--- config.mk ---
export PLATFORM = sky130hd
export DESIGN_NAME = mat_accum_arb
export DESIGN_NICKNAME = d
export VERILOG_FILES = /design/src/rtl/mat_accum_pkg.sv /design/src/rtl/mat_arb_owner_fifo.sv /design/src/rtl/mat_accum_arb.sv
export SDC_FILE = /design/constraint.sdc
export NUM_CORES = 1
export LEC_CHECK = 0
export BUFFER_PORTS_ARGS = -buffer_cell sky130_fd_sc_hd__buf_2
export CAP_MARGIN = 20
export CORE_MARGIN = 2
export CORE_UTILIZATION = 46
export DETAILED_ROUTE_END_ITERATION = 8
export PLACE_DENSITY = 0.92
export SKIP_LAST_GASP = 1
export SYNTH_ARGS = -nofsm -noshare
export SYNTH_HDL_FRONTEND = slang
export SYNTH_SLANG_ARGS = --single-unit
--- constraint.sdc ---
create_clock -name i_clk -period 7.6 [get_ports i_clk]
set_input_delay 0.76 -clock i_clk [delete_from_list [all_inputs] [get_ports i_clk]]
set_output_delay 0.76 -clock i_clk [all_outputs]
set_load 0.005 [all_outputs]
--- src/rtl/mat_accum_pkg.sv ---
// Shared types and helpers for the mat_accum requester arbiter.
package mat_accum_pkg;

    localparam int DATA_W_DEF = 8;

    typedef enum logic {
        ST_IDLE = 1'b0,
        ST_BUSY = 1'b1
    } arb_state_t;

    // Requester index width, never narrower than one bit.
    function automatic int req_idx_w(input int n);
        return (n <= 2) ? 1 : $clog2(n);
    endfunction

endpackage

--- src/rtl/mat_arb_owner_fifo.sv ---
// In-order record of which requester owns each job still in flight in mat_accum.
module mat_arb_owner_fifo
    import mat_accum_pkg::*;
#(
    parameter int DEPTH = 4,
    parameter int W     = 1,
    localparam int PTR_W = (DEPTH <= 2) ? 1 : $clog2(DEPTH),
    localparam int CNT_W = $clog2(DEPTH + 1)
) (
    input  logic         i_clk,
    input  logic         i_rst,
    input  logic         i_push,
    input  logic [W-1:0] i_push_data,
    input  logic         i_pop,
    output logic         o_full,
    output logic         o_empty,
    output logic [W-1:0] o_head
);

    logic [W-1:0]     mem_q [DEPTH];
    logic [PTR_W-1:0] wr_ptr_q;
    logic [PTR_W-1:0] rd_ptr_q;
    logic [CNT_W-1:0] count_q;
    logic             do_push;
    logic             do_pop;

    assign o_full  = (count_q == CNT_W'(DEPTH));
    assign o_empty = (count_q == '0);
    assign o_head  = mem_q[rd_ptr_q];
    assign do_push = i_push && !o_full;
    assign do_pop  = i_pop && !o_empty;

    always_ff @(posedge i_clk) begin
        if (do_push) begin
            mem_q[wr_ptr_q] <= i_push_data;
        end
    end

    // DEPTH is a power of two, so the pointers wrap on their own.
    always_ff @(posedge i_clk) begin
        if (i_rst) begin
            wr_ptr_q <= '0;
            rd_ptr_q <= '0;
            count_q  <= '0;
        end else begin
            if (do_push) begin
                wr_ptr_q <= wr_ptr_q + 1'b1;
            end
            if (do_pop) begin
                rd_ptr_q <= rd_ptr_q + 1'b1;
            end
            case ({do_push, do_pop})
                2'b10:   count_q <= count_q + 1'b1;
                2'b01:   count_q <= count_q - 1'b1;
                default: count_q <= count_q;
            endcase
        end
    end

endmodule

--- src/rtl/mat_accum_arb.sv ---
// Packet-level round-robin arbiter sharing one mat_accum between NUM_REQ requesters,
// with in-order routing of result packets back to the job owner.
//   state   | meaning
//   ST_IDLE | no job open; pick next requester (1 cycle), no data moves
//   ST_BUSY | job open for gnt_q; stream passes through until last beat
module mat_accum_arb
    import mat_accum_pkg::*;
#(
    parameter int NUM_REQ = 2,
    parameter int DATA_W  = DATA_W_DEF,
    parameter int DEPTH   = 4
) (
    input  logic                      i_clk,
    input  logic                      i_rst,
    input  logic [NUM_REQ*DATA_W-1:0] s_axis_data,
    input  logic [NUM_REQ-1:0]        s_axis_valid,
    input  logic [NUM_REQ-1:0]        s_axis_last,
    output logic [NUM_REQ-1:0]        s_axis_ready,
    output logic [DATA_W-1:0]         m_axis_data,
    output logic                      m_axis_valid,
    output logic                      m_axis_last,
    input  logic                      m_axis_ready,
    input  logic [DATA_W-1:0]         s_res_data,
    input  logic                      s_res_valid,
    input  logic                      s_res_last,
    output logic                      s_res_ready,
    output logic [DATA_W-1:0]         m_res_data,
    output logic                      m_res_last,
    output logic [NUM_REQ-1:0]        m_res_valid,
    input  logic [NUM_REQ-1:0]        m_res_ready,
    output logic                      o_busy
);

    localparam int IDX_W = req_idx_w(NUM_REQ);

    arb_state_t        state_q;
    logic [IDX_W-1:0]  gnt_q;
    logic [IDX_W-1:0]  rr_ptr_q;
    logic [DATA_W-1:0] req_data [NUM_REQ];
    logic              sel_found;
    logic [IDX_W-1:0]  sel_idx;
    logic [IDX_W-1:0]  cand_idx;
    logic              grant;
    logic              job_done;
    logic              fifo_full;
    logic              fifo_empty;
    logic [IDX_W-1:0]  fifo_head;
    logic              res_pop;

    always_comb begin
        for (int k = 0; k < NUM_REQ; k++) begin
            req_data[k] = s_axis_data[k*DATA_W +: DATA_W];
        end
    end

    // First valid requester after the last winner wins.
    always_comb begin
        sel_found = 1'b0;
        sel_idx   = '0;
        cand_idx  = '0;
        for (int off = 1; off <= NUM_REQ; off++) begin
            cand_idx = IDX_W'((int'(rr_ptr_q) + off) % NUM_REQ);
            if (!sel_found && s_axis_valid[cand_idx]) begin
                sel_found = 1'b1;
                sel_idx   = cand_idx;
            end
        end
    end

    assign grant    = (state_q == ST_IDLE) && sel_found && !fifo_full;
    assign job_done = m_axis_valid && m_axis_ready && m_axis_last;

    always_ff @(posedge i_clk) begin
        if (i_rst) begin
            state_q  <= ST_IDLE;
            gnt_q    <= '0;
            rr_ptr_q <= IDX_W'(NUM_REQ - 1);
        end else begin
            case (state_q)
                ST_IDLE: begin
                    if (grant) begin
                        gnt_q    <= sel_idx;
                        rr_ptr_q <= sel_idx;
                        state_q  <= ST_BUSY;
                    end
                end
                ST_BUSY: begin
                    if (job_done) begin
                        state_q <= ST_IDLE;
                    end
                end
                default: state_q <= ST_IDLE;
            endcase
        end
    end

    assign o_busy       = (state_q == ST_BUSY);
    assign m_axis_data  = req_data[gnt_q];
    assign m_axis_valid = o_busy && s_axis_valid[gnt_q];
    assign m_axis_last  = s_axis_last[gnt_q];

    always_comb begin
        s_axis_ready = '0;
        if (o_busy) begin
            s_axis_ready[gnt_q] = m_axis_ready;
        end
    end

    mat_arb_owner_fifo #(
        .DEPTH (DEPTH),
        .W     (IDX_W)
    ) u_fifo (
        .i_clk       (i_clk),
        .i_rst       (i_rst),
        .i_push      (grant),
        .i_push_data (sel_idx),
        .i_pop       (res_pop),
        .o_full      (fifo_full),
        .o_empty     (fifo_empty),
        .o_head      (fifo_head)
    );

    // Results with no recorded owner stall rather than being dropped.
    always_comb begin
        m_res_valid = '0;
        s_res_ready = 1'b0;
        if (!fifo_empty) begin
            m_res_valid[fifo_head] = s_res_valid;
            s_res_ready            = m_res_ready[fifo_head];
        end
    end

    assign res_pop    = s_res_valid && s_res_ready && s_res_last;
    assign m_res_data = s_res_data;
    assign m_res_last = s_res_last;

endmodule

# [Word-level counts from Yosys, hierarchy flattened]
# Memory sizes are Yosys's and may differ from the RTL's. A register that Yosys moved wholly into a read port is not among the register bits.
# Index checks and enable logic that the tools add are counted.
[op_classes] bitwise_logic=4 n_lt_le_gt_ge=7 n_reduce_logical=18 eq_ne=3 mux=32 n_addsub=6
[op_table] cell="8-bit two-way mux" n=3
[op_table] cell="1-bit two-way mux" n=21
[op_table] cell="1-bit logical AND" n=12
[op_table] cell="1-bit by 2-bit less-than comparator with 1-bit output, second input constant" n=4
[op_table] cell="2-bit two-way mux" n=4
[op_table] cell="3-bit one-hot mux with 2 select lines" n=1
[op_table] cell="2-bit by 1-bit adder with 2-bit output, second input constant" n=2
[op_table] cell="2-bit bitwise AND" n=2
[op_table] cell="3-bit by 1-bit adder with 3-bit output, second input constant" n=1
[op_table] cell="3-bit == test, second input constant" n=1
[op_table] cell="1-bit logical NOT" n=3
[op_table] cell="3-bit logical NOT" n=1
[op_table] cell="3-bit by 1-bit subtractor with 3-bit output, second input constant" n=1
[op_table] cell="1-bit adder, second input constant" n=2
[op_table] cell="1-bit demux with 1-bit select" n=2
[op_table] cell="2-bit by 1-bit == test with 1-bit output, second input constant" n=1
[op_table] cell="2-bit == test, second input constant" n=1
[op_table] cell="1-bit greater-or-equal comparator, second input constant" n=2
[op_table] cell="2-bit greater-or-equal comparator, second input constant" n=1
[op_table] cell="1-bit inverter with 2-bit output" n=1
[op_table] cell="1-bit one-hot mux with 2 select lines" n=1
[op_table] cell="2-bit AND reduction" n=1
[op_table] cell="2-bit nonzero test" n=1
[op_table] cell="1-bit inverter" n=1
[totals] memories=1 output_inout_bits=25 reg_bits=10 ramBits=4 in_bits=35
[memory_table] memory="u_fifo.mem_q" depth=4 width=1 rd=1 rd_ports_with_merged_regs=1 wr=1 line="mat_arb_owner_fifo.sv:20" rtl="logic [W-1:0] mem_q [DEPTH];"

# [Longest topological paths before layout]
# Gate-level depths: netlist of run 1.
[logic_depth] word_depth=12 depth_mapped=9 mapped_depth_nobuf=9

# [By module]
# From an unflattened synthesis of run 1, not the netlist that was laid out.
[hier_totals] cells_unflattened=106 area_unflattened_um2=1012.2
[modules_own_cells] mod="mat_arb_owner_fifo" seq_area_each_um2=300.3 instances=1 cells_each=59 area_each_um2=618.1
[modules_own_cells] mod="mat_accum_arb" seq_area_each_um2=60.1 instances=1 cells_each=47 area_each_um2=394.1

# [Least setup slack after synthesis of run 1]
# No wires, ideal clock.
[synth_timing] path_kind="register to register" startpoint="reg with a tool-made name" endpoint="reg u_fifo.count_q[2]" t_arrival_ns=2.474 stages_incl_launch_ff=10 n_path_buf=0 slack_ns=5.055 setup_ns=0.070 path_cell_list="dfxtp_1 -> mux4_2 -> mux2i_2 -> nor3b_2 -> ha_1 -> inv_1 -> fa_1 -> xor2_1 -> or3_1 -> a21oi_1"
[synth_lines] item="end signal: assignment" line="mat_arb_owner_fifo.sv:53" rtl="2'b10: count_q <= count_q + 1'b1;"
[synth_lines] item="end signal: assignment" line="mat_arb_owner_fifo.sv:54" rtl="2'b01: count_q <= count_q - 1'b1;"
[synth_lines] item="end signal: assignment" line="mat_arb_owner_fifo.sv:55" rtl="default: count_q <= count_q;"
[synth_lines] item="end: declaration" line="mat_arb_owner_fifo.sv:23" rtl="logic [CNT_W-1:0] count_q;"

==> results.md, run 1 <==
- The floorplan step defined a core boundary enclosing ~0.0020 sq mm.
- Setup violations remaining at the end of the flow were counted as 0.
- The largest voltage drop on the vdd net is about 0.11 mV.
- For flop-to-flop paths, the worst setup slack is around 4.8 ns.
- The proportion of total power due to net switching is 0.317.
- The routing usage on met1 is 0.184.
- The achievable frequency is approximately 360 MHz.
- The first detailed-routing pass ran for 4 iterations.
- For met2 alone, demand over resource in global routing was 0.320.
- After clock tree synthesis, the clock-pin slew on the worst setup and hold paths is around 0.090 ns.
- Along the worst path, the maximum fanout reaches 3.
- The number of nets in the synthesized netlist is 144.
- The source-to-sink clock delay at the later pin of the worst-skew pair is roughly 0.27 ns.
- The initial cell density of the core is 0.496.
- The number of fillers in the final layout is roughly 180.
- The net total in the final layout is 181.
- The data arrival time of the worst path is around 3.0 ns.
- Once detail routing completed, the nets flagged for antenna violations numbered 0.
- The completed layout was analyzed and its total power is 226 uW.
- Timing analysis after detailed placement gives a worst setup slack of around 4.8 ns.
- TritonCTS built the clock tree.
- The largest net degree at the start of global routing is 13.
- The top-level port count is 60.
- The number of non-filler instances in the completed layout is between 150 and 200.
- On the worst path, the slowest cell contributes a delay of 0.52 ns.
- The via count of the first global-routing pass is roughly 800.
- Counting every sink on the clock net gives 16.
- Synthesis instantiated 28 different standard cells from the library.
- The ratio of routed vias to standard cells is around 5.0.
- Yosys printed 0 warnings.
- Once the clock tree was built, the resizer swapped 0 gates to a different size.
- The sequential group share of total power is 0.477.
- Compared with the post-synthesis result, the final layout area differs by 20.2%.
- In the routed design, unresolved DRC markers number 0.
- The number of buffers inserted by port buffering is between 40 and 50.
- After synthesis, the mean cell area works out to 9.63 sq um.
- Summing all multi-input logic gate instances after layout gives around 530 sq um.
- Traced cell by cell, the critical path runs through mux4_2 > mux2i_2 > nor3b_2 > ha_1 > inv_1 > fa_1 > xor2_1 > or3_1 > a21oi_1.
- CTS built an H-tree with a depth of 1.
- Wires add up to between 2000 and 2500 microns.
- After synthesis the netlist holds a flip-flop and latch count of 16.
- The violation count after the first detailed-route iteration is 13.
- The run finished with clean final reports.
- The sequential cell area in the final layout is around 360 sq um.
- The total grt overflow is 0.
- In this run the power spent charging and discharging nets is 71.7 uW.
- The final setup slack of the worst path is slightly below 5 ns.
- The number of antenna violations at the first check in global routing is 0.
- The placer's final routability congestion estimate is just under 0.8.
- The final max-slew violation count is 0.
- The number of placement rows is 16.
- The max-capacitance violation count is 0.
- Buffers inserted during clock tree synthesis total 3.
- Across the routed clock network, the largest skew measured is approximately 0.0012 ns.
- The worst-margin pin slew is slightly above 0.5 ns.
- The horizontal extent of the die is ~50 microns.
- The path class of the tightest hold or removal check is flip-flop to flip-flop.
- The kind of cell with the highest combined delay on the critical path is multiplexers.
- The headroom to the max-slew limit is 0.656.
- In this run the most used layer during global routing was met2.
- The number of hold violations in the final report is 0.
- The sort of element at the end of the critical path is a flip-flop.
- Cell internal power was estimated by the tool at ~150 uW.
- Among all stages on the critical path, the largest delay is contributed by sky130_fd_sc_hd__mux4_2.
- The number of buffers and inverters on the critical path is 1.
- The kind of start point of the critical path is a flip-flop.
- For the final routed database, the setup TNS stands at 0 ns.
- For this run, the register share of the synthesized area comes to 0.363.
- The detailed-placement wirelength estimate is around 1700 microns.
- The via count of the routed design is 822.
- The type of the worst setup path is flip-flop to flip-flop.
- The leakage dissipation is 0.000559 uW.
- The critical path required time is roughly 7.8 ns.
- The buffer count from post-CTS setup fixing is 0.
- In the layout the commonest cells are 43 x sky130_fd_sc_hd__buf_2, 15 x sky130_fd_sc_hd__nor2_1, 12 x sky130_fd_sc_hd__dfxtp_1, 9 x sky130_fd_sc_hd__mux2_2, 8 x sky130_fd_sc_hd__inv_1.
- In the synthesized netlist, the number of instances is about 100.
- The number of hold buffers added after cts is 0.
- The die covers between 0.002 and 0.003 sq mm.
- The fraction of layout cells with a size suffix above 1 is 0.424.
- The share of total power dissipated in the clock network is 0.192.
- The clock passes through at most 2 buffers.
- The mapped netlist covers roughly 990 sq um.
- Setup repair after global routing left no endpoint under its margin.
- Counting I/O delays and the setup requirement, the final critical path takes 2.75 ns.
- The die is 50.4 microns tall.
- Of the available clock period, the critical path in the final layout requires 0.362.
- The commonest non-fill, non-tap cell in the layout is sky130_fd_sc_hd__buf_2.
- The met3 track demand over resource in global routing is 0.0327.
- After detailed routing, the average wire length per cell comes to 12.2 microns.
- The number of antenna diodes in the final layout is 0.
- The number of placed instances, taps included, is about 160.
- The combinational share of power is 0.332.
- For this design the ratio of total power to cell area is 190 mW/mm^2.
- The total track usage is 0.171.
- The buffer type at the clock tree root is sky130_fd_sc_hd__clkbuf_4.
- The first global-routing pass estimated ~3200 microns of wire.
==> worst register-to-register path: cells and delay by family (launching register included) <==
family | cells | cell delay [ns]
multiplexers | 2 | 0.72
adder cells (fa/ha/maj) | 2 | 0.62
AND/OR/NAND/NOR | 2 | 0.61
flip-flops | 1 | 0.37
XOR/XNOR | 1 | 0.16
AO/OA/AOI/OAI | 1 | 0.15
buffers and inverters | 1 | 0.07
==> layer usage <==
metal / routed length [microns] / part of all wire
met5: 0 / 0
met4: 23 / 0.011
met3: 165 / 0.081
met2: 1060 / 0.52
met1: 781 / 0.38
==> power by group through the flow <==
stage	combinational, uW	sequential, uW	clock, uW
finish	75.1	108	43.3
global route	84.5	110	48.7
CTS	75.6	108	46.1
detailed placement	74.8	110	0
global placement	69.7	109	0
floorplan	54.1	107	0
==> synthesized netlist by cell type (all sizes together) <==
cell type   n  area (sq um)
a211oi      1          12.5
a21oi       5          25.0
a2bb2oi     1          8.76
and2        5          31.3
buf        10          71.3
clkbuf      1          3.75
dfxtp      12           240
edfxtp      4           120
fa          1          20.0
ha          5          62.6
inv         8          30.0
mux2       12           135
mux2i       3          33.8
mux4        1          22.5
nand2       4          15.0
nand2b      1          6.26
nor2       15          56.3
nor2b       4          25.0
nor3        2          10.0
nor3b       1          12.5
o21ai       2          10.0
o21bai      1          7.51
or3         1          6.26
xnor2       1          8.76
xor2        2          17.5
==> cell families after synthesis <==
family | share of synthesized area
buffers and inverters | 0.106
adder cells (fa/ha/maj) | 0.0832
multiplexers | 0.193
flip-flops | 0.363
AND/OR/NAND/NOR | 0.164
AO/OA/AOI/OAI | 0.0643
XOR/XNOR | 0.0265
==> layout make-up <==
type | instances | area share
inverter | 8 | 0.0252
tap | 27 | 0.0283
multi-input combinational | 68 | 0.442
timing repair buffer | 43 | 0.180
clock buffer | 3 | 0.0189
sequential | 16 | 0.302
clock inverter | 1 | 0.00315
==> worst paths after layout <==
check,startpoint,to,depth (start not counted)
min reg2reg,rr_ptr_q,rr_ptr_q,2
max reg2reg,u_fifo.mem_q[2],u_fifo.count_q[2],9
min,rr_ptr_q,rr_ptr_q,2
max,u_fifo.mem_q[2],u_fifo.count_q[2],9
==> metrics by stage <==
| step | hold slack (ns) | cell area [sq um] | utilization |
|---|---|---|---|
| after floorplan | 0.482 | 992 | - |
| after global placement | 0.492 | 1170 | 0.583 |
| after detailed placement | 0.504 | 1170 | 0.583 |
| after CTS | 0.526 | 1190 | 0.596 |
| after global routing | 0.576 | 1190 | 0.596 |
| final | 0.526 | 1190 | 0.596 |
No activity file was read; power rests on OpenSTA's default activity.
==> run 2, diff against run 1 <==
--- a/config.mk
+++ b/config.mk
@@ -8,9 +8,9 @@
 export BUFFER_PORTS_ARGS = -buffer_cell sky130_fd_sc_hd__buf_2
 export CAP_MARGIN = 20
 export CORE_MARGIN = 2
-export CORE_UTILIZATION = 46
+export CORE_UTILIZATION = 42
 export DETAILED_ROUTE_END_ITERATION = 8
-export PLACE_DENSITY = 0.92
+export PLACE_DENSITY = 0.85
 export SKIP_LAST_GASP = 1
 export SYNTH_ARGS = -nofsm -noshare
 export SYNTH_HDL_FRONTEND = slang
==> constraint.sdc (replaced) <==
create_clock -name i_clk -period 2.7 [get_ports i_clk]
set_input_delay 0.27 -clock i_clk [delete_from_list [all_inputs] [get_ports i_clk]]
set_output_delay 0.27 -clock i_clk [all_outputs]
set_load 0.005 [all_outputs]
==> run 2 against run 1 <==
Net effect:
- via count is 0.49% higher
- highest routed layer unchanged
- largest cell class unchanged
- setup slack got worse by 4.7 ns
- utilization shrank 4.8 points
- combinational power rose to 2.8 times the previous value
- hold slack worse by 0.21 ns
- power increased to 2.9 times the previous value
- global-route usage fell by 2.7 points
- critical path depth unchanged
- clock skew fell by 0.00055 ns
- first-iteration DRC count decreased by 77%
- critical path type unchanged
- count of clock-buffer cells in the layout increased by 1
- sequential share of layout area shrank 0.64 points
==> results.md, run 2 (synthesized netlist as in run 1, its figures left out) <==
- The clock group share of total power is 0.226 (+0.034).
- The net switching power of the design was 199 uW (+180%).
- The final max-slew violation count is 0 (unchanged).
- STA classifies the critical path endpoint as a flip-flop.
- The total track usage is 0.144 (-0.0271).
- The headroom to the max-slew limit is 0.680 (+0.0243).
- The horizontal extent of the die came to 52.6 microns (+4.3%).
- The origin of the critical flop-to-flop path is u_fifo.mem_q[3].
- The internal portion of total power is 468 uW (+200%).
- The top cell types in the final layout, fill and taps aside, are 43 x sky130_fd_sc_hd__buf_2, 15 x sky130_fd_sc_hd__nor2_1, 11 x sky130_fd_sc_hd__dfxtp_1, 9 x sky130_fd_sc_hd__mux2_2, 8 x sky130_fd_sc_hd__inv_1.
- The final wirelength is 1950 microns (-3.9%).
- The largest net degree at the start of global routing is 13 (unchanged).
- The number of placement rows came to 17 (+1).
- The flow ran to the end, and the final reports show no timing, DRC or antenna violations.
- The post-route minimum period is 2.59 ns (-0.160 ns).
- The achievable frequency is 386 MHz (+6.2%).
- The placer's final routability congestion estimate was 0.731 (-7.7%).
- The floorplan die height is 52.6 microns (+4.3%).
- The number of buffers inserted by port buffering came to 43 (unchanged).
- The number of non-filler instances in the completed layout is 169 (+1.8%).
- The area of the placeable core is 0.00223 sq mm (+12%).
- The share of the clock period used by the worst path after layout is 0.961 (+0.598).
- The number of cells traversed by the worst hold path came to 2 (unchanged).
- The wire length of the first global-routing pass is 2920 microns (-9.0%).
- The leakage dissipation is 0.000573 uW (+2.5%).
- The via count of the first global-routing pass is 723 (-9.3%).
- The placement-stage cell area came to 0.00118 sq mm (+1.4%).
- The via count of the routed design is 826 (+0.49%).
- The net total in the final layout came to 183 (+1.1%).
- The full die area came to 0.00277 sq mm (+8.7%).
- Setup repair after global routing left no endpoint under its margin.
- The number of diodes added for antenna fixing is 0 (unchanged).
- The number of DRC violations after detailed routing is 0 (unchanged).
- The total grt overflow is 0 (unchanged).
- The wire length per cell after detailed routing came to 11.5 microns (-5.6%).
- The depth of the CTS H-tree was 1 (unchanged).
- The final antenna-violating net count was 0 (unchanged).
- The sequential group share of total power is 0.456 (-0.021).
- The worst-margin pin slew is 0.479 ns (-0.0361 ns).
- The initial cell density of the core is 0.444 (-0.0514).
- TritonCTS built the clock tree.
- The number of antenna violations at the first check in global routing is 0 (unchanged).
- The cell depth of the worst flop-to-flop path is 9 (unchanged).
- The final design instance area without fill came to 0.00122 sq mm (+2.5%).
- The source-to-sink clock delay at the later pin of the worst-skew pair came to 0.28 ns (about the same).
- The library cell used most frequently in the layout, excluding fill and tap cells, is sky130_fd_sc_hd__buf_2.
- The largest voltage drop on the vdd net is 0.394 mV (+260%).
- The kind of start point of the critical path is a flip-flop.
- The count of endpoints failing setup in the final report is 0 (unchanged).
- The iteration count of the initial detailed-routing pass came to 4 (unchanged).
- The clock net sink count is 16 (unchanged).
- The highest net fanout along the worst path is 3 (unchanged).
- The detailed-placement wirelength estimate is 1650 microns (-1.7%).
- The combinational share of power was 0.317 (-0.015).
- The top-level port count came to 60 (unchanged).
- The area occupied by multi-input gates was 529 sq um (+0.48%).
- The critical path starts at u_fifo.mem_q[3].
- The data arrival time of the worst path is 2.81 ns (-0.15 ns).
- The placed instance count came to 165 (+1.9%).
- The clock buffer count from CTS is 3 (unchanged).
- The maximum number of buffers from clock root to sink is 2 (unchanged).
- The setup total negative slack came to 0 ns (unchanged).
- The startpoint of the tightest hold check path is i_rst.
- The number of fillers in the final layout came to 215 (+18%).
- The max-capacitance violation count came to 0 (unchanged).
- The critical path required time is 2.91 ns (-4.90 ns).
- The final worst clock skew came to 0.000613 ns (-0.000548 ns).
- The violation count after the first detailed-route iteration came to 3 (-10).
- The number of hold violations in the final report came to 0 (unchanged).
- The min-delay analysis places its worst path in the category primary input to flip-flop.
- The clock transition at the registers of the reported paths came to 0.09 ns (about the same).
- The area growth from synthesis to layout is 23.2%.
- The fraction of layout cells with a size suffix above 1 came to 0.454 (+0.0294).
- The cell sitting at the root of the clock tree is a sky130_fd_sc_hd__clkbuf_4.
- The ratio of routed vias to standard cells is 4.89 (-1.3%).
- The sequential cell area in the final layout is 362 sq um (+0.35%).
- The proportion of total power due to net switching is 0.298 (-0.0185).
- The type of the worst setup path is flip-flop to flip-flop.
- The total power density per cell area came to 546 mW/mm^2 (+190%).
==> run 2: cell types whose count changed in the layout (fill, tap and decap cells not counted), sizes merged <==
cell / previous run / this run
buf: 43 / 45
clkbuf: 3 / 4
clkinv: 1 / 0
==> run 2: metal layers <==
metal | global-route usage | share of wire | vias to the layer above
li1 | - | - | 412
met1 | 0.169 | 0.40 | 375
met2 | 0.248 | 0.52 | 37
met3 | 0.0543 | 0.077 | 2
met4 | 0.0299 | 0.0031 | 0
met5 | 0 | 0 | -
==> run 2: cell type report <==
type | count | area share
multi-input cells | 68 | 0.433
flip-flops and latches | 16 | 0.296
repair buffers | 45 | 0.188
clock buffers | 4 | 0.0297
well taps | 28 | 0.0287
inverters | 8 | 0.0246
==> run 2: stage by stage <==
stage / hold WS, ns / power (uW) / setup WS, ns / util
after CTS: 0.301 / 677 / 0.0461 / 0.546
after global placement: 0.491 / 506 / 0.180 / 0.529
after detailed placement: 0.501 / 521 / 0.0850 / 0.529
after floorplan: 0.452 / 452 / 0.155 / -
final: 0.312 / 667 / 0.106 / 0.547
after global routing: 0.306 / 715 / 0.00303 / 0.547
==> run 2: power groups by stage <==
stage	registers [uW]	clock network [uW]	logic [uW]
after floorplan	300	0	152
after global placement	306	0	200
after detailed placement	309	0	212
after CTS	304	159	214
after global routing	309	169	237
final	305	151	212
==> run 2: path summary, 6_finish.rpt <==
kind,endpoint,slack (ns)
worst max-delay path,u_fifo.count_q[2],0.11
worst min register to register,rr_ptr_q,0.52
worst min-delay path,u_fifo.count_q[0],0.31
worst max register to register,u_fifo.count_q[2],0.11
==> run 2: worst max-delay path, cell delays in order, from the launching register on <==
cell                       delay, ns
sky130_fd_sc_hd__edfxtp_1       0.36
sky130_fd_sc_hd__mux4_2         0.52
sky130_fd_sc_hd__mux2i_2        0.19
sky130_fd_sc_hd__nor3b_2        0.20
sky130_fd_sc_hd__ha_2           0.22
sky130_fd_sc_hd__inv_1          0.05
sky130_fd_sc_hd__fa_1           0.37
sky130_fd_sc_hd__xor2_1         0.16
sky130_fd_sc_hd__or3_1          0.32
sky130_fd_sc_hd__a21oi_1        0.13
==> run 2: timing repair <==
action / 4_1_cts / 5_1_grt
setup buffers: 0 / 0
gates resized for setup: 0 / 2
hold buffers: 0 / 0
endpoints found under the setup margin: 0 / 1
